`config.mk`:
```
export PLATFORM = sky130hd
export DESIGN_NAME = core_fetch_ctrl
export DESIGN_NICKNAME = d
export VERILOG_FILES = /design/src/rtl/fetch_ctrl_pkg.sv /design/src/rtl/core_fetch_ctrl_sat_counter.sv /design/src/rtl/core_fetch_ctrl.sv
export SDC_FILE = /design/constraint.sdc
export NUM_CORES = 1
export LEC_CHECK = 0
export BUFFER_PORTS_ARGS = -buffer_cell sky130_fd_sc_hd__buf_2
export CAP_MARGIN = 20
export CORE_MARGIN = 4
export CORE_UTILIZATION = 50
export CTS_CLUSTER_DIAMETER = 40
export DETAILED_ROUTE_END_ITERATION = 7
export GPL_ROUTABILITY_DRIVEN = 0
export PLACE_DENSITY = 0.77
export RECOVER_POWER = 50
export SLEW_MARGIN = 20
export SYNTH_ARGS = -nofsm -noshare
export SYNTH_HDL_FRONTEND = slang
export SYNTH_SLANG_ARGS = --single-unit
```
`constraint.sdc`:
```
create_clock -name clk -period 2.1 [get_ports clk]
set_input_delay 0.42 -clock clk [delete_from_list [all_inputs] [get_ports clk]]
set_output_delay 0.42 -clock clk [all_outputs]
set_load 0.03 [all_outputs]
```
`src/rtl/fetch_ctrl_pkg.sv`:
```
// Shared definitions for the per-core fetch controller: FSM state
// encoding and the decoded instruction-class codes.
package fetch_ctrl_pkg;

   // Controller states. STEP_WAIT is reachable only in single-step builds.
   typedef enum logic [3:0] {
      ST_IDLE      = 4'd0,
      ST_LOAD      = 4'd1,
      ST_FETCH     = 4'd2,
      ST_DECODE    = 4'd3,
      ST_EXEC      = 4'd4,
      ST_MEMW      = 4'd5,
      ST_UPDATE    = 4'd6,
      ST_HALTED    = 4'd7,
      ST_STEP_WAIT = 4'd8
   } state_e;

   // Decoded instruction classes as presented on op_class.
   localparam logic [1:0] OP_ALU  = 2'b00;
   localparam logic [1:0] OP_MEM  = 2'b01;
   localparam logic [1:0] OP_BR   = 2'b10;
   localparam logic [1:0] OP_HALT = 2'b11;

endpackage

```
`src/rtl/core_fetch_ctrl_sat_counter.sv`:
```
// Saturating up-counter with synchronous clear; used for the
// retired-instruction count. Clear has priority over increment.
module sat_counter #(
   parameter int W = 16
) (
   input  logic         clk,
   input  logic         rst_n,
   input  logic         inc_i,
   input  logic         clr_i,
   output logic [W-1:0] count_o
);

   logic [W-1:0] count_q;
   logic [W-1:0] count_d;

   // Next count: clear wins, otherwise increment unless already all-ones.
   always_comb begin
      count_d = count_q;
      if (clr_i) begin
         count_d = '0;
      end else if (inc_i && (count_q != {W{1'b1}})) begin
         count_d = count_q + W'(1);
      end
   end

   // Count register.
   always_ff @(posedge clk or negedge rst_n) begin
      if (!rst_n) begin
         count_q <= '0;
      end else begin
         count_q <= count_d;
      end
   end

   assign count_o = count_q;

endmodule

```
`src/rtl/core_fetch_ctrl.sv`:
```
// Per-core program-counter sequencer: runs the fetch / decode / execute /
// update cycle, drives the PC load controls, handshakes with instruction
// and data memory and counts retired instructions.
// Optional single-step mode: define FETCH_CTRL_STEP_EN to add the step
// input and the STEP_WAIT state between UPDATE and the next FETCH.
//
// Handshakes: imem_req/dmem_req are levels held from state entry until
// the matching ack is seen in a cycle with core_en=1; an ack in any other
// cycle (request low, or core frozen) has no effect.
module core_fetch_ctrl
   import fetch_ctrl_pkg::*;
#(
   parameter int ADDR_W    = 6,
   parameter int CNT_W     = 16,
   parameter int RESET_VEC = 0
) (
   input  logic              clk,
   input  logic              rst_n,
   input  logic              start,
   input  logic              core_en,
`ifdef FETCH_CTRL_STEP_EN
   input  logic              step,
`endif
   output logic              imem_req,
   input  logic              imem_ack,
   output logic              ir_we,
   input  logic [1:0]        op_class,
   input  logic              branch_cond,
   input  logic [ADDR_W-1:0] jump_target,
   output logic              dmem_req,
   input  logic              dmem_ack,
   output logic [ADDR_W-1:0] pc_gamma,
   output logic              pc_sel,
   output logic              pc_we,
   output logic              pc_en,
   output logic              busy,
   output logic              halted,
   output logic [CNT_W-1:0]  instr_count,
   output logic [3:0]        dbg_state_o
);

   state_e              state_q, state_d;
   logic [1:0]          op_q;
   logic [ADDR_W-1:0]   target_q;
   logic                cond_q;
   logic                latch_en;
   logic                cnt_inc;
   logic                cnt_clr;
   logic                pc_we_raw;

   // State register.
   always_ff @(posedge clk or negedge rst_n) begin
      if (!rst_n) begin
         state_q <= ST_IDLE;
      end else begin
         state_q <= state_d;
      end
   end

   // Next-state logic plus Moore output decode; a frozen core holds state.
   always_comb begin
      state_d   = state_q;
      latch_en  = 1'b0;
      cnt_inc   = 1'b0;
      cnt_clr   = 1'b0;
      imem_req  = 1'b0;
      dmem_req  = 1'b0;
      pc_sel    = 1'b0;
      pc_gamma  = '0;
      pc_we_raw = 1'b0;
      busy      = 1'b1;
      halted    = 1'b0;

      case (state_q)
         ST_IDLE: begin
            busy = 1'b0;
            if (start) state_d = ST_LOAD;
         end
         ST_LOAD: begin
            pc_gamma  = ADDR_W'(RESET_VEC);
            pc_we_raw = 1'b1;
            cnt_clr   = 1'b1;
            state_d   = ST_FETCH;
         end
         ST_FETCH: begin
            imem_req = 1'b1;
            if (imem_ack) state_d = ST_DECODE;
         end
         ST_DECODE: begin
            latch_en = 1'b1;
            case (op_class)
               OP_ALU:  state_d = ST_EXEC;
               OP_MEM:  state_d = ST_MEMW;
               OP_BR:   state_d = ST_UPDATE;
               default: state_d = ST_HALTED;
            endcase
         end
         ST_EXEC: begin
            state_d = ST_UPDATE;
         end
         ST_MEMW: begin
            dmem_req = 1'b1;
            if (dmem_ack) state_d = ST_UPDATE;
         end
         ST_UPDATE: begin
            pc_we_raw = 1'b1;
            cnt_inc   = 1'b1;
            if ((op_q == OP_BR) && cond_q) begin
               pc_gamma = target_q;
            end else begin
               pc_sel = 1'b1;
            end
`ifdef FETCH_CTRL_STEP_EN
            state_d = ST_STEP_WAIT;
`else
            state_d = ST_FETCH;
`endif
         end
`ifdef FETCH_CTRL_STEP_EN
         ST_STEP_WAIT: begin
            if (step) state_d = ST_FETCH;
         end
`endif
         ST_HALTED: begin
            busy   = 1'b0;
            halted = 1'b1;
            if (start) state_d = ST_LOAD;
         end
         default: begin
            busy    = 1'b0;
            state_d = ST_IDLE;
         end
      endcase

      if (!core_en) begin
         state_d  = state_q;
         latch_en = 1'b0;
         cnt_inc  = 1'b0;
         cnt_clr  = 1'b0;
      end
   end

   // Instruction fields captured in DECODE for use in UPDATE.
   always_ff @(posedge clk or negedge rst_n) begin
      if (!rst_n) begin
         op_q     <= OP_ALU;
         target_q <= '0;
         cond_q   <= 1'b0;
      end else if (latch_en) begin
         op_q     <= op_class;
         target_q <= jump_target;
         cond_q   <= branch_cond;
      end
   end

   // Strobes are suppressed while the core is frozen; ir_we follows the ack.
   assign pc_we       = pc_we_raw & core_en;
   assign ir_we       = (state_q == ST_FETCH) & imem_ack & core_en;
   assign pc_en       = core_en & rst_n;
   assign dbg_state_o = state_q;

   sat_counter #(.W(CNT_W)) u_instr_cnt (
      .clk     (clk),
      .rst_n   (rst_n),
      .inc_i   (cnt_inc),
      .clr_i   (cnt_clr),
      .count_o (instr_count)
   );

endmodule
```
* After elaboration in Yosys (flattened, before gate mapping)
Index checks and enable logic that the tools add are counted. Widths: inputs -> output; s select.
Word-level totals: flip-flop bits (word level) 29, input bits 15, output and inout port bits 34, word-level logic and storage cells 55
Cells by class: add/subtract/negate cells 1, eq/ne operators 14, multiplexer cells 22, bitwise gates (word level) 4, reduce and logical (&&, ||, !) cells 9
Operators with widths (count):
- $mux 16 | 2
- $pmux 4 s6 | 1
- $add 16x1->16 const B | 1
- $eq 4x3->1 const B | 4
- $ne 16x16->1 const B | 1
- $mux 1 | 13
- $mux 4 | 3
- $mux 6 | 2
- $eq 4x2->1 const B | 2
- $pmux 2 s3 | 1
- $reduce_or 6->1 | 1
- $and 1x1->1 | 4
- $eq 2x2->1 const B | 2
- $eq 4x1->1 const B | 1
- $logic_not 4->1 | 1
- $ne 2x2->1 const B | 2
- $reduce_and 4->1 | 1
- $reduce_or 2->1 | 2
- $eq 2x1->1 const B | 1
- $logic_and 1x1->1 | 2
- $logic_not 2->1 | 1
- $ne 2x1->1 const B | 1
- $reduce_bool 2->1 | 1

* Longest topological paths before layout
word-level depth 6, mapped depth 6, mapped depth without buffers 5

* By module
A second synthesis with hierarchy kept.
Second synthesis, totals: cells, all modules 165, area, all modules 1635.3 um2
Modules (own cells, without submodules):
- sat_counter | instances 1, cells an instance 98, area each 942.2 um2, sequential area each 400.4 um2
- core_fetch_ctrl | instances 1, cells an instance 67, area each 693.2 um2, sequential area each 300.3 um2

* Worst setup path after synthesis
Ideal clock, no wire load.
path kind register to output, start register state_q[1], in the netlist dbg_state_o[1], end output port ir_we, arrival time 1724 ps, required time 1680 ps, slack -44 ps, cell stages (with the launch flop) 5, buffers on the path 2, path through dfrtp_1 > buf_2 > clkbuf_1 > and3_1 > and3_1
Between the ends: word-level cells in the longest chain between the ends 3
RTL lines:
- from (decl) | RTL line core_fetch_ctrl.sv:42 | state_e state_q, state_d;
- from (signal assigned) | RTL line core_fetch_ctrl.sv:56 | state_q <= state_d;
- $eq 4x2->1 | RTL line core_fetch_ctrl.sv:158 | assign ir_we = (state_q == ST_FETCH) & imem_ack & core_en;
- $and 1x1->1 (2 in a row) | RTL line core_fetch_ctrl.sv:158
- to (decl) | RTL line core_fetch_ctrl.sv:26 | output logic ir_we,
Every way passes these cells.

* Worst setup path in the final report
start register state_q[2], in the netlist dbg_state_o[2], end output port ir_we
Same word-level chain as after synthesis.

==> results.cfg <==
[clock_tree]
htree_levels = 1
root_buffer = clkbuf_4
path_clk_slew_ps = 130
tritoncts = built
clockBufferDepth = 2
cts_sinks = 28
cts_hold_buf = 0
cts_buffers = 3
insertion_delay_ps = 320

[routing]
firstDrtPassIters = 4
vias = 1411
drc = 0
ant_nets = 0
drtIter0Drc = 98
wire_per_inst_um = 15.7
viasPerCell = 5.93
wl_um = 3730

[yosys]
syn_nets = 171
synth_edf_count = 0
synth_most_common_cell = dfrtp_1
synthTopCellsByArea = dfrtp_1 (45%), mux2_2 (6.6%), mux2i_1 (6.5%)
yosysSeqAreaShare_pct = 45.4
yosys_warnings = 0
yosysUniqueCellTypes = 40
synthFlopType = dfrtp_1
synth_top_area_share_pct = 45.4
avgSynthCellArea_um2 = 9.95
ys_top_cells_by_count = dfrtp_1 (28), nand2_1 (19), mux2i_1 (10)
netlist_area_um2 = 1540
yosysTopAreaCell = dfrtp_1
ys_ff_latch = 28
ys_async_sr_fraction_pct = 100
syn_inst = 155

[final_layout]
final_cells = 238
fin_util_pct = 65.6
drive_gt1_share_pct = 29.5
fin_nets = 225
n_antenna_cell = 0
area.growth.synth_to_final_pct = 21.2

[setup_path]
cp_max_fo = 7
crit_chain = buf_4 > inv_1 > and3_2 > and3_1 > buf_2
required_ps = 1680
path_class = reg -> out
cp-end-kind = output pin
critPathSlowestCell = dfrtp_2
setup.worst_path.start_class = flop
cp_data_arrival_time_ps = 1550
cp_slowest_stage_delay_ps = 470

[placed_design]
hpwlAfterDp_um = 2750
numPlacedInstances = 233
portBuffers = 47

[floorplanning]
die_area_um2 = 4040
die_w_um = 63.5
io_pins = 49
design.core.area_um2 = 2850
initial_utilization_pct = 54.1
rows = 19
die_h_um = 63.5

[sta]
tightestPinTransition_ps = 1470
min_period_ps = 1970
fmax_ghz = 0.508
rsz0062_at_grt = no
report.final.setup_viol = 0
relSlewSlack_pct = 1.79
final_hold_viol_count = 0
period_share_pct = 93.8
final.setup.tns_ps = 0
whs_ps = 327
maxSlewViolCount = 0
finClkSkew_ps = 7.03

[power_and_ir_drop]
switching_power_w = 0.000781
pwr-share-comb_pct = 46.2
p_leak_nw = 0.867
p_seq_share_pct = 42.3
sw_frac_of_total_pct = 41.9
p_int_w = 0.00108
clock_power_share_pct = 11.5
irDropWorstVdd_mv = 0.650
power.density_nw_per_um2 = 997

[grt]
grt_pass1_vias = 1375
grt-ovfl-total = 0
grt_max_degree = 29
track_usage_pct = 19.7
antenna_found_initial = 0
grt_pass1_wl_um = 6440

[run_status]
outcome = complete, no violations

[run]
cap_violations = 0

[worst_hold_path]
hp-class = in -> reg
-- power by group through the flow --
stage	clock network [W]	registers [W]	logic [W]
after floorplan	0	0.000850	0.000511
after global placement	0	0.000776	0.000800
after detailed placement	0	0.000797	0.000822
after CTS	0.000224	0.000785	0.000825
after global routing	0.000254	0.000808	0.000946
final	0.000215	0.000788	0.000862
-- cells by family after synthesis --
family	count (synthesis)	share of synthesized area, %
simple gates	74	27.4
flops	28	45.4
compound gates	20	9.65
mux	19	13.1
buf+inv	12	3.41
fa+ha+maj	1	0.811
other cells	1	0.243
-- final timing paths --
check                      slack (ps)                      to                   start  depth (start not counted)
setup / recovery                  130                   ir_we          dbg_state_o[2]                          5
hold / removal                    330             target_q[5]          jump_target[5]                          2
setup reg to reg                  180  u_instr_cnt.count_o[5]  u_instr_cnt.count_o[0]                          5
hold reg to reg                   520             target_q[5]             target_q[5]                          1
max in group asynchronous         520          dbg_state_o[0]                   rst_n                          2
min in group asynchronous         620  u_instr_cnt.count_o[3]                   rst_n                          2
-- through the flow --
stage / power (W) / cell area (µm²) / setup slack (ps)
final: 0.00186 / 1870 / 130
after global routing: 0.00201 / 1870 / 2.46
after CTS: 0.00183 / 1870 / 9.53
after global placement: 0.00158 / 1840 / 304
after floorplan: 0.00136 / 1540 / 42.5
after detailed placement: 0.00162 / 1840 / 225
-- layout make-up --
cell class / count / area, µm²
multi-input combinational: 115 / 798
tap: 31 / 38.8
sequential: 28 / 703
fill: 256 / 982
clock buffer: 3 / 22.5
inverter: 3 / 11.3
timing repair buffer: 58 / 297
-- routing by layer --
layer | track usage, % | routed length (µm)
met5 | 0 | 0
met4 | 7.55 | 42
met3 | 3.37 | 251
met2 | 30.4 | 1750
met1 | 27.5 | 1680
-- critical path, delay by kind of cell, from the launching register on --
family                 cells  cell delay (ps)
AND/OR/NAND/NOR            2              320
buffers and inverters      3              440
flip-flops                 1              470
-- state kept, by name, indices dropped and copies added, names as in the netlist --
| register | cells |
|---|---|
| dbg_state_o | 3 |
| target_q | 6 |
| u_instr_cnt.count_o | 16 |
| cond_q | 1 |
| op_q | 2 |
-- layout by cell type (no fill, tap or decap), drive strengths merged, types with 2 or more instances in the layout --
master,instances
inv,3
mux2,9
nor3,7
clkbuf,21
o311ai,4
nor2,7
and3,4
nand4b,2
nand3,7
buf,40
nand2,19
and4,3
o41ai,3
or4,2
nor4,2
nand4,7
dfrtp,28
and2,7
o21ai,6
mux2i,10
-- what timing repair did --
item	CTS	global route
setup endpoints to repair	0	7
gates resized for setup	0	5
setup buffers	0	2
endpoints found under the hold margin	0	0
Note: power is estimated with default switching activity, not from simulation.
